## src/rtl/fifo_put_arbiter.sv

```systemverilog
// fifo_put_arbiter
// Shares one FIFO put port among N_REQ requesters. An owner is chosen by a
// round-robin scan that starts at a rotating pointer. The owner keeps the
// port for up to MAX_BURST accepted words, or until it drops its request.
// Backpressure from the FIFO (full_in) only pauses the burst. It never
// forces a release.
// While reset is high, every outward handshake is forced quiet. This means
// the FIFO never sees a put that word_count would then not count.

module fifo_put_arbiter #(
  parameter int N_BITS    = 32,
  parameter int N_REQ     = 4,
  parameter int MAX_BURST = 4
) (
  input  logic                    clk_put,
  input  logic                    reset,
  input  logic [N_REQ-1:0]        req,
  input  logic [N_REQ*N_BITS-1:0] data_in,
  input  logic                    full_in,
  output logic                    req_put,
  output logic [N_BITS-1:0]       data_put,
  output logic [N_REQ-1:0]        ack,
  output logic [N_REQ-1:0]        grant,
  output logic                    stall,
  output logic [15:0]             word_count
);

  localparam int             IW        = (N_REQ > 1) ? $clog2(N_REQ) : 1;
  localparam logic [3:0]     LAST_BEAT = 4'(MAX_BURST - 1);
  localparam logic [IW-1:0]  LAST_IDX  = IW'(N_REQ - 1);
  localparam logic [IW:0]    N_REQ_EXT = (IW+1)'(N_REQ);

  typedef enum logic {
    IDLE = 1'b0,
    OWN  = 1'b1
  } state_t;

  state_t        state;
  logic [IW-1:0] owner;
  logic [IW-1:0] ptr;
  logic [3:0]    cnt;

  logic          owned;
  logic          owner_req;
  logic          transfer;
  logic [IW-1:0] owner_next;
  logic [IW-1:0] pick;
  logic          pick_valid;

  assign owned      = (state == OWN) & ~reset;
  assign owner_req  = req[owner];
  assign transfer   = owned & owner_req & ~full_in;
  assign owner_next = (owner == LAST_IDX) ? '0 : owner + 1'b1;

  // Drive the FIFO-side and requester-side handshakes from the current owner
  always_comb begin
    req_put  = transfer;
    stall    = owned & owner_req & full_in;
    grant    = '0;
    ack      = '0;
    data_put = '0;
    if (owned) begin
      grant[owner] = 1'b1;
      data_put     = data_in[int'(owner)*N_BITS +: N_BITS];
    end
    if (transfer) begin
      ack[owner] = 1'b1;
    end
  end

  // Round-robin scan: the first pending request found at ptr, ptr+1, ... (mod N_REQ)
  always_comb begin
    logic [IW:0] sum;
    pick       = '0;
    pick_valid = 1'b0;
    sum        = '0;
    for (int k = 0; k < N_REQ; k++) begin
      sum = {1'b0, ptr} + (IW+1)'(k);
      if (sum >= N_REQ_EXT) begin
        sum = sum - N_REQ_EXT;
      end
      if (!pick_valid && req[sum[IW-1:0]]) begin
        pick_valid = 1'b1;
        pick       = sum[IW-1:0];
      end
    end
  end

  // Ownership FSM, burst counter, rotate pointer and accepted-word counter
  always_ff @(posedge clk_put) begin
    if (reset) begin
      state      <= IDLE;
      owner      <= '0;
      ptr        <= '0;
      cnt        <= '0;
      word_count <= '0;
    end else begin
      case (state)
        IDLE: begin
          if (pick_valid) begin
            state <= OWN;
            owner <= pick;
            cnt   <= '0;
          end
        end
        OWN: begin
          if (transfer) begin
            word_count <= word_count + 16'd1;
            if (cnt == LAST_BEAT) begin
              state <= IDLE;
              ptr   <= owner_next;
              cnt   <= '0;
            end else begin
              cnt <= cnt + 4'd1;
            end
          end else if (!owner_req) begin
            state <= IDLE;
            ptr   <= owner_next;
            cnt   <= '0;
          end
        end
        default: begin
          state <= IDLE;
        end
      endcase
    end
  end

endmodule

```

## config.mk

```make
export PLATFORM = sky130hd
export DESIGN_NAME = fifo_put_arbiter
export DESIGN_NICKNAME = d
export VERILOG_FILES = /design/src/rtl/fifo_put_arbiter.sv
export SDC_FILE = /design/constraint.sdc
export NUM_CORES = 1
export LEC_CHECK = 0
export CAP_MARGIN = 10
export CORE_ASPECT_RATIO = 1.2
export CORE_MARGIN = 3
export CORE_UTILIZATION = 33
export CTS_CLUSTER_DIAMETER = 30
export DETAILED_ROUTE_END_ITERATION = 12
export PLACE_DENSITY = 0.85
export SYNTH_ARGS = -nofsm -noshare
export SYNTH_HDL_FRONTEND = slang
export SYNTH_SLANG_ARGS = --single-unit
```

## constraint.sdc

```tcl
create_clock -name clk_put -period 2.6 [get_ports clk_put]
set_clock_uncertainty 0.15 [all_clocks]
set_input_delay 0.65 -clock clk_put [delete_from_list [all_inputs] [get_ports clk_put]]
set_output_delay 0.65 -clock clk_put [all_outputs]
set_load 0.03 [all_outputs]
```

After elaboration in Yosys (flattened, before gate mapping)
Cells that the tools add are included.
W data, S select, Z words.
{"block": "word_totals", "regBits": 25, "latch_bits": 0, "mem_bits_rw": 0, "rom_bits": 0, "in_bits": 135, "wordCells": 91, "mem_count": 0}
{"block": "op_classes", "n_addsub": 10, "multipliers": 0, "div_mod_pow": 0, "magnitude_cmp": 10, "n_eq_ne": 6, "shift": 1, "n_mux": 41, "bitwise_logic": 7, "reduce_logical": 11}
{"cell": "$shiftx A128 B8 Y32", "n": 1}
{"cell": "$mux W32", "n": 1}
{"cell": "$mux W2", "n": 12}
{"cell": "$mux W4", "n": 6}
{"cell": "$add A16 B1 Y16 const B", "n": 1}
{"cell": "$lt A2 B3 Y1 const B", "n": 5}
{"cell": "$mux W1", "n": 14}
{"cell": "$bmux W1 S2", "n": 5}
{"cell": "$ge A3 B3 Y1 const B", "n": 3}
{"cell": "$pmux W4 S2", "n": 1}
{"cell": "$sub A2 B1 Y2 const B", "n": 4}
{"cell": "$add A2 B2 Y3 const B", "n": 2}
{"cell": "$reduce_and A2 Y1", "n": 3}
{"cell": "$add A4 B1 Y4 const B", "n": 1}
{"cell": "$and A1 B1 Y1", "n": 4}
{"cell": "$eq A4 B2 Y1 const B", "n": 1}
{"cell": "$logic_and A1 B1 Y1", "n": 4}
{"cell": "$ne A2 B2 Y1 const B", "n": 2}
{"cell": "$add A2 B1 Y3 const B", "n": 1}
{"cell": "$ge A2 B3 Y1 const B", "n": 1}
{"cell": "$logic_not A1 Y1", "n": 3}
{"cell": "$ne A3 B3 Y1 const B", "n": 1}
{"cell": "$not A1 Y1", "n": 3}
{"cell": "$reduce_and A3 Y1", "n": 1}
{"cell": "other kinds (6)", "n": 6}

Logic depth before layout (Yosys ltp)
{"block": "logic_depth", "depth_word": 16, "ltp_mapped": 6}

Worst setup path after synthesis
No wires, ideal clock.
{"block": "synth_path", "path_kind": "input port to output port", "startpoint": "in req[3]", "endpoint": "out ack[0]", "arrival_time_ns": 1.653, "path_slack_ns": 0.147, "cell_stages": 3, "path_cell_list": "mux4_2 clkbuf_1 and3_1"}
{"block": "synth_between", "elab_chain_len": 5}
{"element": "from (decl)", "line": "17", "text": "input logic [N_REQ-1:0] req,"}
{"element": "$bmux W1 S2", "line": "51", "text": "assign owner_req = req[owner];"}
{"element": "$mux W1 (not written as such)", "line": "51"}
{"element": "$and A1 B1 Y1 (2 in a row)", "line": "52", "text": "assign transfer = owned & owner_req & ~full_in;"}
{"element": "$mux W4", "line": "66", "text": "if (transfer) begin"}
{"element": "to (decl)", "line": "22", "text": "output logic [N_REQ-1:0] ack,"}
Every way passes these cells. The select of a mux whose other input is x is not followed.

Final worst setup path
{"block": "layout_path", "startpoint": "in data_in[14]", "endpoint": "out data_put[14]"}
{"block": "layout_between", "elab_chain_len": 2}
{"element": "from (decl)", "line": "18", "text": "input logic [N_REQ*N_BITS-1:0] data_in,"}
{"element": "$shiftx A128 B8 Y32", "line": "64", "text": "data_put = data_in[int'(owner)*N_BITS +: N_BITS];"}
{"element": "$mux W32", "line": "62", "text": "if (owned) begin"}
{"element": "to (decl)", "line": "21", "text": "output logic [N_BITS-1:0] data_put,"}
Every way passes these cells.

==> metrics.cfg <==
[timing]
worst_pin_slew_ns=0.465
setup_violations=1
fin_ws_ns=-0.0155
min_period_ns=2.62
finalHoldViolations=0
rsz0062_at_grt=yes
whs_ns=0.343
fin_crit_sh_pct=101
fmax_mhz=382
setup_tns_ns=-0.0155
maxSlewViolCount=0
relSlewSlack_pct=68.7

[routing]
drt_iter0_markers=94
antenna_left=0
vias_per_cell=5.53
wire_per_inst_um=21.7
num_vias=2886
drt_pass1_iterations=4
drc=0
drt-total-wl_um=11400

[power]
max-vdd-ir-drop_mv=0.272
powerDensity_nw_per_um2=276
p_leak_nw=2.39

[synth]
synth_xor_area_share_pct=2.60
synth-seq-area-share_pct=21.2
yosys.area_share.simple_pct=25.8
syn_inst=234
synth_top_flop_cell=dfxtp_1
async_flop_share_pct=0
ys_types=46
synth_top_family_by_area=multiplexers
synth.ff_latch_count=25
yosys.area_share.adder_pct=3.18
netlist_area_um2=2360
yosysWarnings=0
synth_fp_nets=375
synth-compound-area-share_pct=10.0
synth_enable_flop_cells=0
synth_area_per_cell_um2=10.1
synth_mux_area_share_pct=32.1

[final_layout]
drive_gt1_share_pct=34.9
stdcell_count=522
seq_area_um2=504
syn_to_final_growth_pct=106
multi_input_area_um2=1840
layout_common_cells=dlygate4sd2_1, dlymetal6s2s_1, mux4_2, clkdlybuf4s50_1, and2_4
layout_commonest_cell=dlygate4sd2_1
postLayoutCellArea_um2=4870
nets=575
nFillCells=503

[worst_setup_path]
critical_path_peak_fanout=1
cpPeakStageDelay_ns=0.45
cp-end-kind=output pin
path_delay_family=buffers and inverters
arrival_ns=1.82
critPathLaunchType=input pin
crit_type=in -> out
crit_path_top_delay_cell=mux4_2
cp.required_ns=1.80
crit_chain=clkdlybuf4s50_1 -> mux4_2 -> and2_4 -> buf_6
critPathBufInv=2

[floorplan]
core_area_um2=6900
ios=193
fp.dieH_um=98.7
die_x_um=83.2
start_util_pct=34.2
die_area_um2=8210
rows=33

[cts]
cts-root-buf=clkbuf_8
clock_path_buffers=2
cts_buffers=3
cts_tree=done
path_clk_slew_ns=0.10
cts_max_level=1
worstSkewPairLatency_ns=0.27
clkSinkCount=25

[global_routing]
antenna_found_initial=2
grt_start_max_net_pins=24
grt-ovfl-total=0
grt_first_pass_wirelength_um=16900
grt_usage_pct=25.7
grt_pass1_vias=2944

[placement]
placed_cell_area_um2=4500
dp_hpwl_um=8630
preCtsSetupSlack_ns=-0.349
place_congestion=0.846
io_buffers=192
placed_cells=513

[outcome]
status=finished, violations left
violations=setup timing

[hold_path]
min_path_type=reg -> reg

[job]
cap_violations=0

registers in the layout (all words and copies together) (netlist names):
signal	count
state	1
cnt	4
word_count	16
owner	2
ptr	2
stage by stage:
step / total power, mW / utilization [%]
finish: 1.34 / 70.6
global route: 1.40 / 70.6
detailed placement: 1.07 / 65.3
global placement: 1.06 / 65.3
CTS: 1.33 / 68.0
floorplan: 0.718 / -
tightest hold or removal path, delay by kind of cell, from the launching register on:
family | cells | cell delay (ns)
compound gates | 2 | 0.11
flops | 1 | 0.34
cell families (layout without fill, tap and decap cells):
logic type	count (synthesis)	after routing
AND/OR/NAND/NOR	101	101
AO/OA/AOI/OAI	35	35
multiplexers	34	34
buffers and inverters	26	225
flip-flops	25	25
XOR/XNOR	7	7
adder cells (fa/ha/maj)	6	6
other	0	2
synth_stat cells, types with 2 or more instances:
cell	instances	share of area (%)
and2_1	39	10
mux4_2	32	31
dfxtp_1	25	21
a21oi_1	13	2.8
clkbuf_1	9	1.4
nand3_1	9	1.9
nor2_1	9	1.4
and3_1	8	2.1
buf_2	7	1.5
nand2_1	7	1.1
o31ai_1	7	2.2
ha_1	6	3.2
inv_1	6	0.95
nand4_1	6	1.6
or4_1	6	1.9
xor2_1	6	2.2
nor3_1	3	0.64
a211o_1	2	0.74
a22o_1	2	0.74
and4_1	2	0.74
buf_6	2	0.95
nor3b_1	2	0.64
o21ai_0	2	0.42
o41ai_1	2	0.74
final timing paths:
check | start | endpoint | slack [ns] | depth (start not counted)
setup reg to reg | cnt[0]$_SDFFE_PP0P_ | ptr[1]$_SDFFE_PP0P_ | 0.45 | 5
hold / removal | word_count[15]$_SDFFE_PP0P_ | word_count[15]$_SDFFE_PP0P_ | 0.34 | 2
setup / recovery | data_in[14] | data_put[14] | -0.02 | 4
hold reg to reg | word_count[15]$_SDFFE_PP0P_ | word_count[15]$_SDFFE_PP0P_ | 0.34 | 2
timing repair:
action,4_1_cts,5_1_grt
pin swaps,30,1
cloned,0,2
hold buffers,0,0
gates resized for setup,134,59
setup buffers,1,0
setup endpoints to repair,41,29
where the power goes:
group,switching [mW],internal (mW),total (mW)
clock,0.129,0.109,0.238
combinational,0.283,0.414,0.698
sequential,0.0159,0.391,0.407
total,0.428,0.914,1.34
routing by layer:
| layer | GRT usage [%] | part of all wire (%) |
|---|---|---|
| met5 | 0 | 0 |
| met4 | 6.54 | 2.5 |
| met3 | 5.69 | 7.2 |
| met2 | 45.2 | 52 |
| met1 | 31.9 | 38 |
final cells by class:
cell class	count	area share [%]
timing repair buffer	214	47.9
multi-input combinational	183	37.9
sequential	25	10.4
tap	87	2.24
clock buffer	3	0.849
inverter	7	0.540
clock inverter	1	0.154
antenna	2	0.103
(Power assumes the default switching activity.)
